===== config.mk =====
export PLATFORM = sky130hd
export DESIGN_NAME = pulse_scheduler
export DESIGN_NICKNAME = d
export VERILOG_FILES = /design/src/rtl/pulse_scheduler.sv
export SDC_FILE = /design/constraint.sdc
export NUM_CORES = 1
export LEC_CHECK = 0
export BUFFER_PORTS_ARGS = -buffer_cell sky130_fd_sc_hd__buf_2
export CAP_MARGIN = 20
export CORE_MARGIN = 2
export CORE_UTILIZATION = 30
export DETAILED_ROUTE_END_ITERATION = 10
export SLEW_MARGIN = 40
export SYNTH_ARGS = -nofsm -noshare
export SYNTH_HDL_FRONTEND = slang
export SYNTH_SLANG_ARGS = --single-unit

===== constraint.sdc =====
create_clock -name clk -period 5.8 [get_ports clk]
set_input_delay 1.16 -clock clk [delete_from_list [all_inputs] [get_ports clk]]
set_output_delay 1.16 -clock clk [all_outputs]
set_load 0.02 [all_outputs]

===== src/rtl/pulse_scheduler.sv =====
// Quantum pulse scheduler: FIFO of quantum instructions, each issued after its [31:16] delay.
// Optional issue/drop statistics ports are enabled by defining PULSE_SCHED_STATS_EN.
module pulse_scheduler #(
  parameter int unsigned DEPTH          = 16,
  parameter logic [6:0]  OPCODE_QUANTUM = 7'h5B
) (
  input  logic                     clk,
  input  logic                     reset,
  input  logic [31:0]              pulse_inst_in,
  input  logic                     pulse_inst_in_valid,
  output logic [31:0]              pulse_out_inst,
  output logic                     pulse_out_valid,
  input  logic                     pulse_out_ready,
  output logic                     fifo_full,
  output logic                     fifo_empty,
  output logic [$clog2(DEPTH):0]   fifo_count,
`ifdef PULSE_SCHED_STATS_EN
  output logic [31:0]              issued_count,
  output logic [15:0]              dropped_count,
`endif
  output logic                     overflow
);

  localparam int unsigned PtrW = $clog2(DEPTH);
  localparam int unsigned CntW = PtrW + 1;

  typedef enum logic [1:0] {StIdle, StWait, StIssue} state_e;

  state_e          state_q, state_d;
  logic [31:0]     mem_q [DEPTH];
  logic [PtrW-1:0] wr_ptr_q, rd_ptr_q;
  logic [CntW-1:0] count_q;
  logic [31:0]     hold_q;
  logic [15:0]     delay_q;
  logic            overflow_q;
  logic [31:0]     head;
  logic            is_quantum, push, drop, pop, handshake;

  assign head       = mem_q[rd_ptr_q];
  assign is_quantum = pulse_inst_in_valid && (pulse_inst_in[6:0] == OPCODE_QUANTUM);
  assign fifo_full  = (count_q == CntW'(DEPTH));
  assign fifo_empty = (count_q == '0);
  assign fifo_count = count_q;
  assign overflow   = overflow_q;
  // Full is judged on registered occupancy, so a same-cycle pop never rescues a push.
  assign push       = is_quantum && !fifo_full;
  assign drop       = is_quantum && fifo_full;
  assign pop        = (state_q == StIdle) && !fifo_empty;
  assign handshake  = (state_q == StIssue) && pulse_out_ready;

  always_ff @(posedge clk) begin
    if (reset) begin
      wr_ptr_q   <= '0;
      rd_ptr_q   <= '0;
      count_q    <= '0;
      overflow_q <= 1'b0;
    end else begin
      if (push) wr_ptr_q <= wr_ptr_q + 1'b1;
      if (pop)  rd_ptr_q <= rd_ptr_q + 1'b1;
      count_q <= count_q + CntW'(push) - CntW'(pop);
      if (drop) overflow_q <= 1'b1;
    end
  end

  always_ff @(posedge clk) begin
    if (push) mem_q[wr_ptr_q] <= pulse_inst_in;
  end

  always_ff @(posedge clk) begin
    if (reset) begin
      hold_q  <= '0;
      delay_q <= '0;
    end else if (pop) begin
      hold_q  <= head;
      delay_q <= head[31:16];
    end else if (state_q == StWait) begin
      delay_q <= delay_q - 16'd1;
    end
  end

  always_ff @(posedge clk) begin
    if (reset) state_q <= StIdle;
    else       state_q <= state_d;
  end

  always_comb begin
    state_d = state_q;
    unique case (state_q)
      StIdle:  if (!fifo_empty) state_d = (head[31:16] == 16'd0) ? StIssue : StWait;
      // WAIT is only entered with a nonzero delay, so the count always passes through 1.
      StWait:  if (delay_q == 16'd1) state_d = StIssue;
      StIssue: if (pulse_out_ready) state_d = StIdle;
      default: state_d = StIdle;
    endcase
  end

  always_comb begin
    pulse_out_valid = (state_q == StIssue);
    pulse_out_inst  = pulse_out_valid ? hold_q : '0;
  end

`ifdef PULSE_SCHED_STATS_EN
  always_ff @(posedge clk) begin
    if (reset) begin
      issued_count  <= '0;
      dropped_count <= '0;
    end else begin
      if (handshake) issued_count <= issued_count + 32'd1;
      if (drop && (dropped_count != 16'hFFFF)) dropped_count <= dropped_count + 16'd1;
    end
  end
`else
  logic unused_handshake;
  assign unused_handshake = handshake;
`endif

endmodule

==> Yosys cells after proc, flatten, opt, wreduce, memory -nomap -nowiden <==
Memory sizes are Yosys's and may differ from the RTL's. A register that Yosys moved wholly into a read port is not among the register bits.
Index checks and enable logic that the tools add are counted.
{ "word_totals": {"reg_bits": 64, "out_inout_bits": 41, "latchBits": 0, "mem_count": 1, "romBits": 0, "ramBits": 512} }
{ "op_classes": {"muxes": 12, "div": 0, "magnitude_cmp": 0, "reduce_logical": 11, "mul": 0, "bitwise": 0, "n_shift": 0, "addsub": 5, "eq_ne": 8} }
{ "mem_list": {"columns": ["name", "depth", "width", "rd", "rd_clocked_by_memory_dff", "write_ports", "line", "text"], "rows": [
  ["mem_q", 16, 32, 1, 1, 1, "30", "logic [31:0] mem_q [DEPTH];"]
]} }
{ "op_table": {"columns": ["cell", "n"], "rows": [
  ["$mux W16", 2],
  ["$mux W32", 1],
  ["$eq A16 B1 Y1 const B", 1],
  ["$logic_not A16 Y1", 1],
  ["$sub A16 B1 Y16 const B", 1],
  ["$add A4 B1 Y4 const B", 2],
  ["$mux W2", 4],
  ["$mux W4", 2],
  ["$eq A7 B7 Y1 const B", 1],
  ["$pmux W2 S3", 1],
  ["$add A5 B1 Y5", 1],
  ["$eq A5 B5 Y1 const B", 1],
  ["$logic_not A5 Y1", 1],
  ["$sub A5 B1 Y5", 1],
  ["$logic_and A1 B1 Y1", 4],
  ["$ne A2 B1 Y1 const B", 2],
  ["$reduce_and A3 Y1", 1],
  ["$eq A2 B1 Y1 const B", 1],
  ["$eq A2 B2 Y1 const B", 1],
  ["$logic_not A1 Y1", 2],
  ["$logic_not A2 Y1", 1],
  ["$mux W1", 2],
  ["$ne A2 B2 Y1 const B", 1],
  ["$reduce_bool A2 Y1", 1]
]} }

==> Longest topological paths before layout <==
Gate-level depths: netlist of run 1.
{ "depth": {"ltp_word": 5, "depth_mapped": 15, "mapped_depth_nobuf": 13} }

==> Least setup slack after synthesis of run 1 <==
OpenSTA, ideal clock, no wires.
{ "synth_timing": {"path_type": "input to register", "startpoint": "input pulse_inst_in[5]", "endpoint": "memory mem_q[3][0], enable pin", "arrival_ns": 4.402, "required_ns": 5.339, "path_slack_ns": 0.937, "path_stages": 4, "path_cell_list": "nand4bb_1 > nor3_1 > nand2_1 > nor3_1"} }
{ "synth_via": {"elab_chain_len": 5} }
{ "synth_rtl": {"columns": ["item", "line", "text"], "rows": [
  ["start: declaration", "9", "input logic [31:0] pulse_inst_in,"],
  ["$eq A7 B7 Y1", "40", "assign is_quantum = pulse_inst_in_valid && (pulse_inst_in[6:0] == OPCODE_QUANTUM);"],
  ["$logic_and A1 B1 Y1", "40", null],
  ["$logic_and A1 B1 Y1", "46", "assign push = is_quantum && !fifo_full;"],
  ["$mux W1", "66", "if (push) mem_q[wr_ptr_q] <= pulse_inst_in;"],
  ["$mux W1 (not written as such)", "66", null],
  ["end: declaration", "30", null]
]} }
No other way between the ends.

==> Worst setup path in the final report of run 1 <==
{ "layout_timing": {"startpoint": "register count_q[2] (netlist: fifo_count[2])", "endpoint": "register count_q[4] (netlist: fifo_count[4])"} }
{ "layout_via": {"elab_chain_len": 5} }
{ "layout_rtl": {"columns": ["item", "line", "text"], "rows": [
  ["start: declaration", "32", "logic [CntW-1:0] count_q;"],
  ["start signal: assignment", "60", "count_q <= count_q + CntW'(push) - CntW'(pop);"],
  ["$eq A5 B5 Y1", "41", "assign fifo_full = (count_q == CntW'(DEPTH));"],
  ["$logic_not A1 Y1", "46", null],
  ["$logic_and A1 B1 Y1", "46", null],
  ["$add A5 B1 Y5", "60", null],
  ["$sub A5 B1 Y5 (*)", "60", null]
]} }
Every way passes the cells marked *; elsewhere a longest branch is shown, timed or not.
A chain may end at the register's enable or synchronous reset.

==> results of run 1 <==
-- worst min-delay path by stage --
stage / start / endpoint / slack (ns) / cells after the start
floorplan: hold_q[0] / hold_q[0] / 0.43 / 2
global placement: hold_q[26] / hold_q[26] / 0.44 / 2
detailed placement: hold_q[18] / hold_q[18] / 0.44 / 2
CTS: hold_q[18] / hold_q[18] / 0.45 / 2
global route: hold_q[18] / hold_q[18] / 0.46 / 2
finish: hold_q[0] / hold_q[0] / 0.45 / 2
-- state kept, by name, summed over array words and instances (netlist names), named ones only --
| register | count |
|---|---|
| mem_q | 512 |
| state_q | 2 |
| delay_q | 16 |
| rd_ptr_q | 4 |
| overflow | 1 |
| hold_q | 32 |
| wr_ptr_q | 4 |
| fifo_count | 5 |
-- tightest hold or removal path, cell delays in order, from the launching register on --
cell and delay, ns:
sky130_fd_sc_hd__dfxtp_1 0.30, sky130_fd_sc_hd__nand2_1 0.05, sky130_fd_sc_hd__a21oi_1 0.05
-- power groups by stage --
stage	Sequential, mW	Clock (mW)	Combinational [mW]
4_1_cts	4.96	3.68	2.55
6_report	4.90	3.61	2.59
5_1_grt	4.93	3.86	2.83
3_3_place_gp	5.08	0	2.48
2_1_floorplan	4.91	0	1.93
3_5_place_dp	5.05	0	2.55
-- metrics by stage --
step / instance area, µm² / std cells / power [mW] / utilization / worst slack (ns)
after floorplan: 22500 / 1149 / 6.84 / - / 0.937
after global placement: 24100 / 2158 / 7.56 / 0.324 / 1.84
after detailed placement: 24400 / 2173 / 7.60 / 0.329 / 1.81
after CTS: 26300 / 2277 / 11.2 / 0.353 / 2.27
after global routing: 26300 / 2278 / 11.6 / 0.354 / 2.03
final: 26300 / 2279 / 11.1 / 0.354 / 2.32
-- synthesized netlist by cell type (5+ instances only) --
cell	n
sky130_fd_sc_hd__clkbuf_1	36
sky130_fd_sc_hd__dfxtp_1	68
sky130_fd_sc_hd__nor2b_1	8
sky130_fd_sc_hd__inv_1	10
sky130_fd_sc_hd__a21oi_1	42
sky130_fd_sc_hd__a21boi_0	5
sky130_fd_sc_hd__a22o_1	7
sky130_fd_sc_hd__ha_1	13
sky130_fd_sc_hd__o21ai_0	7
sky130_fd_sc_hd__a22oi_1	17
sky130_fd_sc_hd__buf_4	7
sky130_fd_sc_hd__a31oi_1	6
sky130_fd_sc_hd__nor2_1	50
sky130_fd_sc_hd__a221oi_1	11
sky130_fd_sc_hd__nand2_1	77
sky130_fd_sc_hd__edfxtp_1	512
sky130_fd_sc_hd__nor3_1	9
sky130_fd_sc_hd__mux2i_1	11
sky130_fd_sc_hd__xor2_1	11
sky130_fd_sc_hd__xnor2_1	6
sky130_fd_sc_hd__o21a_1	5
sky130_fd_sc_hd__mux4_2	128
sky130_fd_sc_hd__mux4_1	11
sky130_fd_sc_hd__and2_1	32
sky130_fd_sc_hd__buf_2	8
-- cells by family after synthesis --
| logic type | Yosys count |
|---|---|
| AO/OA/AOI/OAI | 108 |
| XOR/XNOR | 17 |
| adder cells (fa/ha/maj) | 14 |
| buffers and inverters | 72 |
| flip-flops | 580 |
| multiplexers | 150 |
| AND/OR/NAND/NOR | 208 |
-- layer usage --
layer	GRT usage	part of all wire	up-vias
met5	0	0.00057	-
met1	0.196	0.45	5963
met4	0.0371	0.021	4
met3	0.0294	0.076	71
met2	0.208	0.45	411
li1	-	-	4875
-- layout make-up --
type	count	share of cell area
Clock buffer	79	0.0594
Multi-Input combinational cell	497	0.208
Tap cell	969	0.0461
Inverter	12	0.00171
Sequential cell	580	0.637
Clock inverter	25	0.0100
Timing Repair Buffer	116	0.0380
Antenna cell	1	0.0000952
-- cell usage in the layout (no fill, tap or decap), types with 4 or more instances in the layout --
cell type                   count
sky130_fd_sc_hd__a22o_1         7
sky130_fd_sc_hd__a221oi_1      11
sky130_fd_sc_hd__clkbuf_1      19
sky130_fd_sc_hd__buf_16        11
sky130_fd_sc_hd__nor2b_1        7
sky130_fd_sc_hd__buf_4         20
sky130_fd_sc_hd__xnor2_1        6
sky130_fd_sc_hd__nand4_1        4
sky130_fd_sc_hd__nand2b_1       4
sky130_fd_sc_hd__a31oi_1        6
sky130_fd_sc_hd__a21boi_0       5
sky130_fd_sc_hd__ha_1          13
sky130_fd_sc_hd__clkinv_2       8
sky130_fd_sc_hd__o21ai_0        7
sky130_fd_sc_hd__clkbuf_16     59
sky130_fd_sc_hd__o21a_1         5
sky130_fd_sc_hd__a22oi_1       17
sky130_fd_sc_hd__mux2i_1       11
sky130_fd_sc_hd__buf_2         76
sky130_fd_sc_hd__inv_1         10
sky130_fd_sc_hd__xor2_1        11
sky130_fd_sc_hd__a21oi_1       42
sky130_fd_sc_hd__nor3_1         5
sky130_fd_sc_hd__buf_12         6
sky130_fd_sc_hd__nand2_1       77
sky130_fd_sc_hd__edfxtp_1     512
sky130_fd_sc_hd__nor2_4        12
sky130_fd_sc_hd__nor2_1        37
sky130_fd_sc_hd__mux4_1        11
sky130_fd_sc_hd__clkinv_1       9
sky130_fd_sc_hd__mux4_2       128
sky130_fd_sc_hd__and2_1        33
sky130_fd_sc_hd__dfxtp_1       66
==> results summary, run 1 <==
The area of the multi-input gates is 5470 µm². The wire length of the first global-routing pass is 78000 µm. The number of gates given a new drive strength after cts came out at 0. After clock tree synthesis, the clock-pin slew on the worst setup and hold paths is 0.06 ns.

The share of total power dissipated in the clock network is 0.325. The total area inside the core boundary comes to 74300 µm². The clock period minus final worst setup slack is 3.48 ns. The area growth from synthesis to layout is 17.1%. Across every metal layer, demand over resource in global routing totals 0.136. The fraction of synthesized area in multiplexers came out at 0.146. On the critical path, the stage with the largest delay is an instance of sky130_fd_sc_hd__nor4b_1.

In this run the cell area of the synthesized design comes to 22500 µm². The net count after synthesis is 1199. The routed layout has 11300 vias. The internal reg-to-reg setup slack is 2.32 ns. In the synthesized netlist the dominant register cell turns out to be sky130_fd_sc_hd__edfxtp_1. Sorting the synthesized cells by area gives the leading types as sky130_fd_sc_hd__edfxtp_1 68%, sky130_fd_sc_hd__mux4_2 13%, sky130_fd_sc_hd__dfxtp_1 6.1%. The critical path starts at fifo_count[2]. The maximum clock frequency is 288 MHz. Setup repair after global routing left no endpoint under its margin.

After detailed routing, the number of vias per cell comes to 4.97. The total power divided by cell area is 422 nW/µm². Setup violations remaining at the end of the flow were counted as 0. Of the total power, the share spent switching nets is 0.288. The initial core utilization came out at 0.302.

The cell count after synthesis came out at 1149. The warning count from the yosys run is 0. The final weighted congestion in routability-driven placement came out at 0.750.

The startpoint class of the critical path is a flip-flop. After detailed routing, the average wire length per cell comes to 23.0 µm. Following the worst setup path forward leads to its endpoint at fifo_count[4]. The portion of total power attributed to sequential cells came out at 0.441. In this run the worst hold path is classified as reg -> reg. The count of buffers inserted at the top-level ports came out at 76. The clock buffer count from CTS is 57. The number of optimization iterations in the first detailed-route pass came out at 7. The type of destination of the critical path is a flip-flop. The pin count of the biggest net entering global routing is 58. The proportion of netlist area held by the largest area contributor came out at 0.685. The total leakage power is 8.35 nW. TritonCTS built the clock tree. The parity-gate share of the synthesized area counting xor and xnor cells came out at 0.00663. Summed over all failing endpoints, the final setup total negative slack is 0 ns.

The logic depth of the worst register-to-register path came out at 14. Of the total synthesized cell area, the portion taken by AND, OR, NAND and NOR gates is 0.0454. Once detail routing completed, the nets flagged for antenna violations numbered 0. The worst hold margin is 0.451 ns. The clock reaches the later pin of the worst-skew pair after 0.63 ns. At the pin with the least slew margin, the transition time is 0.803 ns.

Among the stages of the critical path, the cell type that occurs most often is sky130_fd_sc_hd__ha_1. The largest total area in the synthesized netlist belongs to sky130_fd_sc_hd__edfxtp_1. The sequential cell area came out at 16700 µm². The number of antenna violations at the first check in global routing is 6. The die is 278 µm wide. The synthesis-stage register bit count came out at 580. The post-detailed-placement half-perimeter wirelength is 32600 µm. The clock passes through at most 3 buffers.

The critical path is of the reg -> reg type. The adder and majority cell fraction of the synthesized area came out at 0.00814. The final max-slew violation count came out at 0. On the critical path the largest part of the delay comes from adder cells. The H-tree depth is 2. During I/O placement, the number of pins put on the boundary was 77.

The count of unresolved DRC violations after routing is 0. In the finished design, the share of the clock period the worst path needs comes to 0.600. The number of failing hold endpoints at the final stage was 0.

The total clock sinks is 580. The post-cts hold buffer count came out at 0. The number of max-cap violations came out at 0.

The combinational cell fraction of total power came out at 0.234. For this run, the slowest stage of the critical path takes 0.44 ns. The number of enable flip-flop cells after synthesis is 512. The unique cell type count in the Yosys netlist is 54.

The die is 278 µm tall. Counting flops with an async set or reset pin after synthesis yields a share of 0. The average size of a mapped cell is 19.5 µm². For this design the total switching power over the nets is 3.19 mW. Walking the worst path, the cells encountered are inv_1 > ha_1 > nor4b_1 > or3_1 > clkinv_1 > buf_4 > ha_1 > inv_1 > ha_1 > fa_1 > a21oi_1 > nor2_1 > or3_1 > a21oi_1. The maximum VDD drop is 0.265 mV.

The proportion of synthesized chip area in sequential cells is 0.745. The number of nets in the finished design is 1314. The final layout contains routed wiring with a total length of 52400 µm.

The aggregate global routing overflow is 0. Data on the critical path is required at its endpoint by 6.33 ns. The number of buffers and inverters on the critical path is 4. The clock arrives with 0.0364 ns of skew. Clock tree synthesis selected as its root buffer the cell sky130_fd_sc_hd__clkbuf_16. Measured against its own limit, the worst slew margin works out to 0.465.

The count of fill cells added during filler insertion came out at 6898. The internal portion of the total power is 7.91 mW. The complex-gate fraction of the synthesized area is 0.0317. The number of DRC markers in iteration 0 came out at 1124.

The worst reg2reg path startpoint is fifo_count[2]. The share of cells above drive strength 1 is 0.264. By area, the combinational part of the netlist is dominated by multiplexers. The number of standard-cell rows in the floorplan is 100. The number of setup buffers added after CTS is 0. The worst register-to-register path ends at fifo_count[4]. The run finished with clean final reports. The critical path crosses 14 cells after its start point. The critical path arrival came out at 4.00 ns. The die area came out at 77000 µm². The highest fanout seen on the critical path is 44.

The number of global-route vias before repair is 11500.
No activity file was read; power rests on OpenSTA's default activity.
==> run 2: changes to the inputs <==
- ABC_AREA: unset -> 1
- clock period: 5.8 -> 3.3 ns (I/O delays scaled with it)
==> run 2 against run 1 <==
Core utilization is 0.36 points lower. Highest routed layer unchanged. Routed wire length is 15% higher. Setup slack worse by 2.1 ns. Combinational power is 120% higher. Largest power group unchanged. Register-to-register slack worse by 1.6 ns.
==> results summary, run 2 <==
Sorting the synthesized cells by how often they occur yields 512 x sky130_fd_sc_hd__edfxtp_1, 424 x sky130_fd_sc_hd__nand2_1, 309 x sky130_fd_sc_hd__nor2_1. The area of the core came out at 78700 µm² (+5.9%). The worst-margin pin slew is 0.832 ns (+0.0288 ns).

The flow ran to the end, and the final reports show no timing, DRC or antenna violations. In the final layout, the registers with the most flip-flops are mem_q x512, hold_q x32, delay_q x16. The detailed-routed wire length on met3 is 4360 µm (+9.6%). The flip-flop cell with the highest count after synthesis is sky130_fd_sc_hd__edfxtp_1. The detailed route wirelength on metal2 came to 28200 µm (+19%). The number of antenna violations at the first check in global routing came to 7 (+1).

The clock tree buffer depth came to 3 (unchanged). The initial core utilization was 0.302 (about the same). The maximum clock skew at final layout was 0.0144 ns (-0.0219 ns). The flip-flop count of the largest register, all copies and words added is 512 (unchanged). The count of unresolved DRC violations after routing was 0 (unchanged).

The critical path arrival is 2.41 ns (-1.59 ns). The number of DRC markers in iteration 0 is 1322 (+18%). The number of nets still failing antenna checks after routing came out at 0 (unchanged).

The horizontal extent of the die came out at 286 µm (+2.9%). The detailed-route vias per instance is 4.80 (-3.3%). The proportion of synthesized chip area in sequential cells is 0.703 (-0.0422).

The wire length of the first global-routing pass came out at 93300 µm (+20%). The total instance count after detailed placement was 3226 (+48%). The portion of total power attributed to sequential cells came out at 0.410 (-0.031).

The average size of a mapped cell came to 11.0 µm² (-44%). The clock latency at the later pin of the worst-skew pair is 0.63 ns (about the same). The maximum VDD drop came out at 0.508 mV (+92%). The switching share of total power came to 0.341 (+0.0529). The worst path required time is 2.64 ns (-3.69 ns). The post-route setup TNS came out at 0 ns (unchanged). The unique cell type count in the Yosys netlist is 33 (-39%). The area of the multi-input gates was 5930 µm² (+8.4%). The library cell used most frequently in the layout, excluding fill and tap cells, is sky130_fd_sc_hd__edfxtp_1. The startpoint class of the critical path is a flip-flop.

The critical setup path kind is reg -> out. The final weighted congestion in routability-driven placement was 0.822 (+9.6%). Dividing the final minimum period by the clock period gives 0.931. The switching power is 7.06 mW (+120%). Leaving out fill and tap cells, the most frequent cells in the layout are 512 x sky130_fd_sc_hd__edfxtp_1, 424 x sky130_fd_sc_hd__nand2_1, 292 x sky130_fd_sc_hd__nor2_1. The count of non-filler cells in the finished layout came out at 3332 (+46%). The number of nets in the finished design is 2284 (+74%). The cell type with the largest total area after synthesis is sky130_fd_sc_hd__edfxtp_1. The class of the tightest hold or removal check is in -> reg.

The final wirelength came out at 60300 µm (+15%). The overall global routing resource usage came to 0.147 (+0.0105). The final max-slew violation count is 0 (unchanged).

The H-tree depth came out at 2 (unchanged). The number of failing hold endpoints at the final stage is 0 (unchanged). The pin count of the biggest net entering global routing came out at 144 (+150%). The number of standard-cell rows in the floorplan is 103 (+3.0%). The height of the chip came out at 286 µm (+2.9%). The number of vias in the routed layout came to 16000 (+41%). The root cell of the clock tree is sky130_fd_sc_hd__clkbuf_16.

The number of max-cap violations came out at 0 (unchanged). The share of power burned in the clock network came out at 0.310 (-0.015). The total leakage power is 10.1 nW (+21%). Setup repair after global routing left no endpoint under its margin. TritonCTS built the clock tree. The synthesis-stage register bit count is 580 (unchanged). The post-detailed-placement half-perimeter wirelength is 35600 µm (+9.0%).

The clock buffer count from CTS came out at 56 (-1.8%). The number of optimization iterations in the first detailed-route pass came out at 7 (unchanged). The sequential cell area is 16700 µm² (about the same). The total clock sinks came out at 580 (unchanged). The warning count from the yosys run is 0 (unchanged).

Sorting the synthesized cells by area gives the leading types as sky130_fd_sc_hd__edfxtp_1 65%, sky130_fd_sc_hd__nand2_1 6.7%, sky130_fd_sc_hd__dfxtp_1 5.7%. The combinational cell fraction of total power came out at 0.280 (+0.046). The internal power of the cells came out at 13.7 mW (+73%).

The boundary pin count came out at 77 (unchanged). The detail-routed net length per standard cell is 18.1 µm (-21%). The type of destination of the critical path is a primary output. Derived from the worst setup path, the maximum achievable clock frequency is 326 MHz. The area added between synthesis and finish is 15.9%. The number of enable flip-flop cells after synthesis came out at 512 (unchanged). The aggregate global routing overflow is 0 (unchanged).

The top layer reached by signal wires is met5. The worst-case headroom to the max-slew limit is 0.445 (-0.0200). The count of endpoints failing setup in the final report is 0 (unchanged).

The proportion of netlist area held by the largest area contributor is 0.646 (-0.0388). The number of global-route vias before repair is 15600 (+36%). The share of cells above drive strength 1 was 0.114 (-0.150).

The highest fanout seen on the critical path was 17 (-61%). Ranked by flip-flop count, first place goes to mem_q. The count of antenna diodes in the layout came to 0 (-1).

The post-synthesis instance area came out at 23800 µm² (+6.0%). The routed length on met1 came out at 26200 µm (+11%). The total power divided by cell area came out at 751 nW/µm² (+78%). The worst hold margin is 0.404 ns (-0.0465 ns). The net count after synthesis came out at 2206 (+84%).

The count of buffers inserted at the top-level ports came to 76 (unchanged). The clock period minus final worst setup slack came out at 3.07 ns. The die area is 81600 µm² (+5.9%).

The clock input transition at the sequential cells of the worst setup and hold paths came out at 0.06 ns (about the same). The count of fill cells added during filler insertion is 7675 (+11%). The cell with the most instances after synthesis is sky130_fd_sc_hd__edfxtp_1. The fraction of registers with async set or reset after synthesis came out at 0 (unchanged). The cell count after synthesis is 2156 (+88%).
==> run 2: cell count changes after synthesis, sizes merged, moves of 33 or more <==
cell,before,now
nand2,77,425
nor2,50,309
o21ai,7,220
inv,11,174
mux4,139,0
nand3,2,139
o22ai,0,68
buf,24,66
and2,33,0
==> run 2: critical path: stages, from the launching register on <==
cell and delay (ns):
sky130_fd_sc_hd__dfxtp_1 0.36, sky130_fd_sc_hd__inv_1 0.06, sky130_fd_sc_hd__nor2_1 0.21, sky130_fd_sc_hd__clkinvlp_4 0.49, sky130_fd_sc_hd__nor2_2 0.42, sky130_fd_sc_hd__buf_2 0.23
==> run 2: path summary, 6_finish.rpt <==
path / start / slack, ns / endpoint / depth (start not counted)
worst max-delay path: state_q[1] / 0.23 / pulse_out_inst[12] / 5
worst min-delay path: pulse_out_ready / 0.40 / state_q[1] / 6
worst max register to register: fifo_count[2] / 0.70 / fifo_count[4] / 13
worst min register to register: hold_q[25] / 0.46 / hold_q[25] / 2
==> run 2: stage by stage <==
stage	instance area (µm²)	power, mW	utilization	setup WS (ns)
after CTS	27600	20.9	0.350	0.268
final	27600	20.7	0.350	0.229
after global routing	27600	21.9	0.350	0.0309
after floorplan	23800	12.7	-	0.321
after global placement	25700	14.3	0.326	0.251
after detailed placement	25700	14.4	0.326	0.279
==> run 2: layer usage <==
| layer | vias to the layer above | track usage |
|---|---|---|
| met2 | 530 | 0.238 |
| met4 | 14 | 0.0437 |
| met1 | 7789 | 0.197 |
| li1 | 7571 | - |
| met5 | - | 0 |
| met3 | 103 | 0.0316 |
==> run 2: cell families after synthesis <==
logic type | Yosys count | synth area share
compound gates | 371 | 0.0847
xor+xnor | 9 | 0.00331
buf+inv | 296 | 0.0527
flops | 580 | 0.703
simple gates | 886 | 0.148
fa+ha+maj | 14 | 0.00768
==> run 2: power groups by stage <==
stage          clock network, mW  registers [mW]  logic, mW
6_report                    6.43            8.49       5.80
5_1_grt                     6.85            8.53       6.52
4_1_cts                     6.57            8.49       5.80
3_5_place_dp                   0            8.65       5.78
3_3_place_gp                   0            8.63       5.68
2_1_floorplan                  0            8.62       4.06
==> run 2: cell type report <==
cell class                 instances  area share
timing repair buffer             141      0.0383
clock inverter                    45      0.0162
tap                             1050      0.0476
multi-input combinational       1280       0.215
clock buffer                      61      0.0515
inverter                         175      0.0242
sequential                       580       0.607
==> run 2: timing repair <==
| action | CTS | global route |
|---|---|---|
| setup buffers | 0 | 0 |
| resized for setup | 0 | 2 |
| hold buffers | 0 | 0 |
| endpoints found under the setup margin | 0 | 17 |
==> run 3: changes to the inputs <==
- PLACE_DENSITY: unset -> 0.44
==> run 3 against run 2 <==
Clock-buffer cell count rose by 36. Largest power group unchanged. Critical endpoint is now pulse_out_inst[1]. Sequential cell count did not move. Core utilization up 0.34 points. Critical path depth grew 1. Final cell count is 0.48% higher.
==> results summary, run 3 (synthesis gave the netlist of run 2 again) <==
The flow ran to the end, and the final reports show no timing, DRC or antenna violations. The overall global routing resource usage came to 0.163 (+0.0159). The highest fanout seen on the critical path came out at 19 (+2). The detail-routed net length per standard cell was 19.7 µm (+9.0%). The maximum clock frequency came to 368 MHz (+13%). The wire length of the first global-routing pass came to 100000 µm (+7.4%). The post-cts hold buffer count came out at 0 (unchanged).

The worst-case headroom to the max-slew limit came out at 0.464 (+0.0190). The boundary pin count is 77 (unchanged). The count of buffers inserted at the top-level ports came out at 76 (unchanged). The number of gates given a new drive strength after cts came to 0 (unchanged).

The worst hold path belongs to the class in -> reg. The critical path arrival is 2.06 ns (-0.35 ns). The number of optimization iterations in the first detailed-route pass came out at 5 (-2).

The post-detailed-placement half-perimeter wirelength came out at 38300 µm (+7.6%). The die area is 81600 µm² (unchanged). The number of vias in the routed layout is 15800 (-1.5%). The worst setup path is captured at a primary output. The internal power of the cells came to 14.2 mW (+3.9%). The worst setup slack after layout came out at 0.583 ns (+0.354 ns). The clock period minus final worst setup slack is 2.72 ns (-0.354 ns). The aggregate global routing overflow came out at 0 (unchanged). Leaving out fill and tap cells, the most frequent cells in the layout are 512 x sky130_fd_sc_hd__edfxtp_1, 424 x sky130_fd_sc_hd__nand2_1, 293 x sky130_fd_sc_hd__nor2_1. Leaving out fill and tap cells, the most frequent cell in the layout is sky130_fd_sc_hd__edfxtp_1. The pin count of the biggest net entering global routing came out at 114 (-21%). The total power divided by cell area is 769 nW/µm² (+2.4%). The setup path with the least slack is of type reg -> out. The worst-margin pin slew came out at 0.804 ns (-0.0273 ns). The combinational cell fraction of total power came out at 0.269 (-0.011). The count of endpoints failing setup in the final report is 0 (unchanged). The post-route setup TNS is 0 ns (unchanged). The final weighted congestion in routability-driven placement came out at 0.743 (-9.6%).

The number of nets still failing antenna checks after routing came out at 0 (unchanged). Setup repair after global routing left no endpoint under its margin. The number of global-route vias before repair is 15700 (+0.47%).

The share of power burned in the clock network came out at 0.333 (+0.023). The count of antenna diodes in the layout was 0 (unchanged). The maximum VDD drop came out at 0.497 mV (-2.2%). The share of cells above drive strength 1 is 0.112 (-0.00254). The number of DRC markers in iteration 0 came to 1306 (-1.2%). The clock tree buffer depth is 3 (unchanged).

The number of setup buffers added after CTS came to 0 (unchanged). The met1 track demand over resource in global routing was 0.217 (+0.0201). TritonCTS built the clock tree. The detailed-route vias per instance came out at 4.71 (-2.0%). The switching power came out at 7.23 mW (+2.4%). The area of the core is 78700 µm² (unchanged). The initial core utilization came out at 0.302 (unchanged). The number of nets in the finished design is 2294 (+0.44%). The register with the most flip-flops in the final layout is mem_q. The flip-flop count of the largest register, all copies and words added came out at 512 (unchanged). The setup slack at placement came to 0.395 ns (+0.116 ns).

The total leakage power is 10.2 nW (+1.1%). In this run the most used layer during global routing was met2. The portion of total power attributed to sequential cells is 0.398 (-0.012). The global routing usage on met3 was 0.0270 (-0.00455). The cell sitting at the root of the clock tree is a sky130_fd_sc_hd__clkbuf_16. The worst path required time is 2.64 ns (about the same). The count of unresolved DRC violations after routing is 0 (unchanged). The largest registers in the layout are mem_q x512, hold_q x32, delay_q x16. The number of max-cap violations is 0 (unchanged). The clock input transition at the sequential cells of the worst setup and hold paths came to 0.06 ns (about the same).

The number of failing hold endpoints at the final stage was 0 (unchanged). The final max-slew violation count came out at 0 (unchanged). The clock buffer count from CTS is 68 (+21%). The height of the chip is 286 µm (unchanged). The area added between synthesis and finish is 17.0%.

The clock latency at the later pin of the worst-skew pair is 0.60 ns (-0.03 ns). The switching share of total power came out at 0.338 (-0.00315). The total clock sinks came to 580 (unchanged). The maximum clock skew at final layout is 0.0264 ns (+0.0120 ns). The final wirelength came out at 66000 µm (+9.5%). The horizontal extent of the die is 286 µm (unchanged).

The H-tree depth came out at 3 (+1). The startpoint class of the critical path is a flip-flop. The post-route clock period utilization is 0.823 (-0.107).

The number of antenna violations at the first check in global routing was 0 (-7). The number of standard-cell rows in the floorplan is 103 (unchanged). The met2 demand-to-capacity share in global routing was 0.271 (+0.0336).
-- run 3: cell count changes in the layout (fill, tap and decap cells not counted), moves of 2 or more --
cell and change:
sky130_fd_sc_hd__clkinv_2 -8, sky130_fd_sc_hd__clkbuf_16 +15, sky130_fd_sc_hd__clkinv_16 -2, sky130_fd_sc_hd__clkbuf_8 +2, sky130_fd_sc_hd__buf_4 -6, sky130_fd_sc_hd__clkinvlp_4 -5
sky130_fd_sc_hd__buf_12 +4, sky130_fd_sc_hd__clkinv_4 -2, sky130_fd_sc_hd__clkbuf_1 +19, sky130_fd_sc_hd__inv_6 +2, sky130_fd_sc_hd__bufinv_16 -4
-- run 3: final cells by class --
cell class | instances | area, µm²
Sequential cell | 580 | 16700
Inverter | 175 | 664
Multi-Input combinational cell | 1280 | 5930
Clock inverter | 27 | 208
Fill cell | 7771 | 50900
Tap cell | 1050 | 1310
Clock buffer | 97 | 1890
Timing Repair Buffer | 139 | 1090
-- run 3: path summary, 6_finish.rpt --
kind              startpoint           endpoint  slack (ns)  cells past startpoint
min reg2reg         overflow           overflow        0.46                      2
min          pulse_out_ready         state_q[1]        0.42                      6
max               state_q[1]  pulse_out_inst[1]        0.58                      6
max reg2reg    fifo_count[3]      fifo_count[4]        0.79                     16
-- run 3: metrics by stage --
stage          hold slack [ns]  instance area (µm²)  power, mW   util  instances
2_1_floorplan            0.445                23800       12.7      -       2156
3_3_place_gp             0.451                25700       14.5  0.327       3224
3_5_place_dp             0.451                25700       14.6  0.327       3224
4_1_cts                  0.376                27800       21.8  0.354       3348
5_1_grt                  0.416                27800       22.8  0.354       3348
6_report                 0.421                27800       21.4  0.354       3348
-- run 3: worst max-delay path, cell delays in order, from the launching register on --
cell and delay, ns:
sky130_fd_sc_hd__dfxtp_1 0.35, sky130_fd_sc_hd__inv_1 0.06, sky130_fd_sc_hd__nor2_1 0.15, sky130_fd_sc_hd__inv_1 0.24, sky130_fd_sc_hd__buf_4 0.30, sky130_fd_sc_hd__nor2_1 0.14, sky130_fd_sc_hd__buf_2 0.20
-- run 3: power by group through the flow --
stage | clock network (mW) | registers [mW] | logic, mW
floorplan | 0 | 8.62 | 4.06
global placement | 0 | 8.68 | 5.82
detailed placement | 0 | 8.69 | 5.87
CTS | 7.34 | 8.53 | 5.90
global route | 7.61 | 8.56 | 6.58
finish | 7.13 | 8.53 | 5.77
-- run 3: per-layer routing --
metal  wire (µm)  share of wire
met5           0              0
met4        1860          0.028
met3        2540          0.038
met2       31500           0.48
met1       30100           0.46
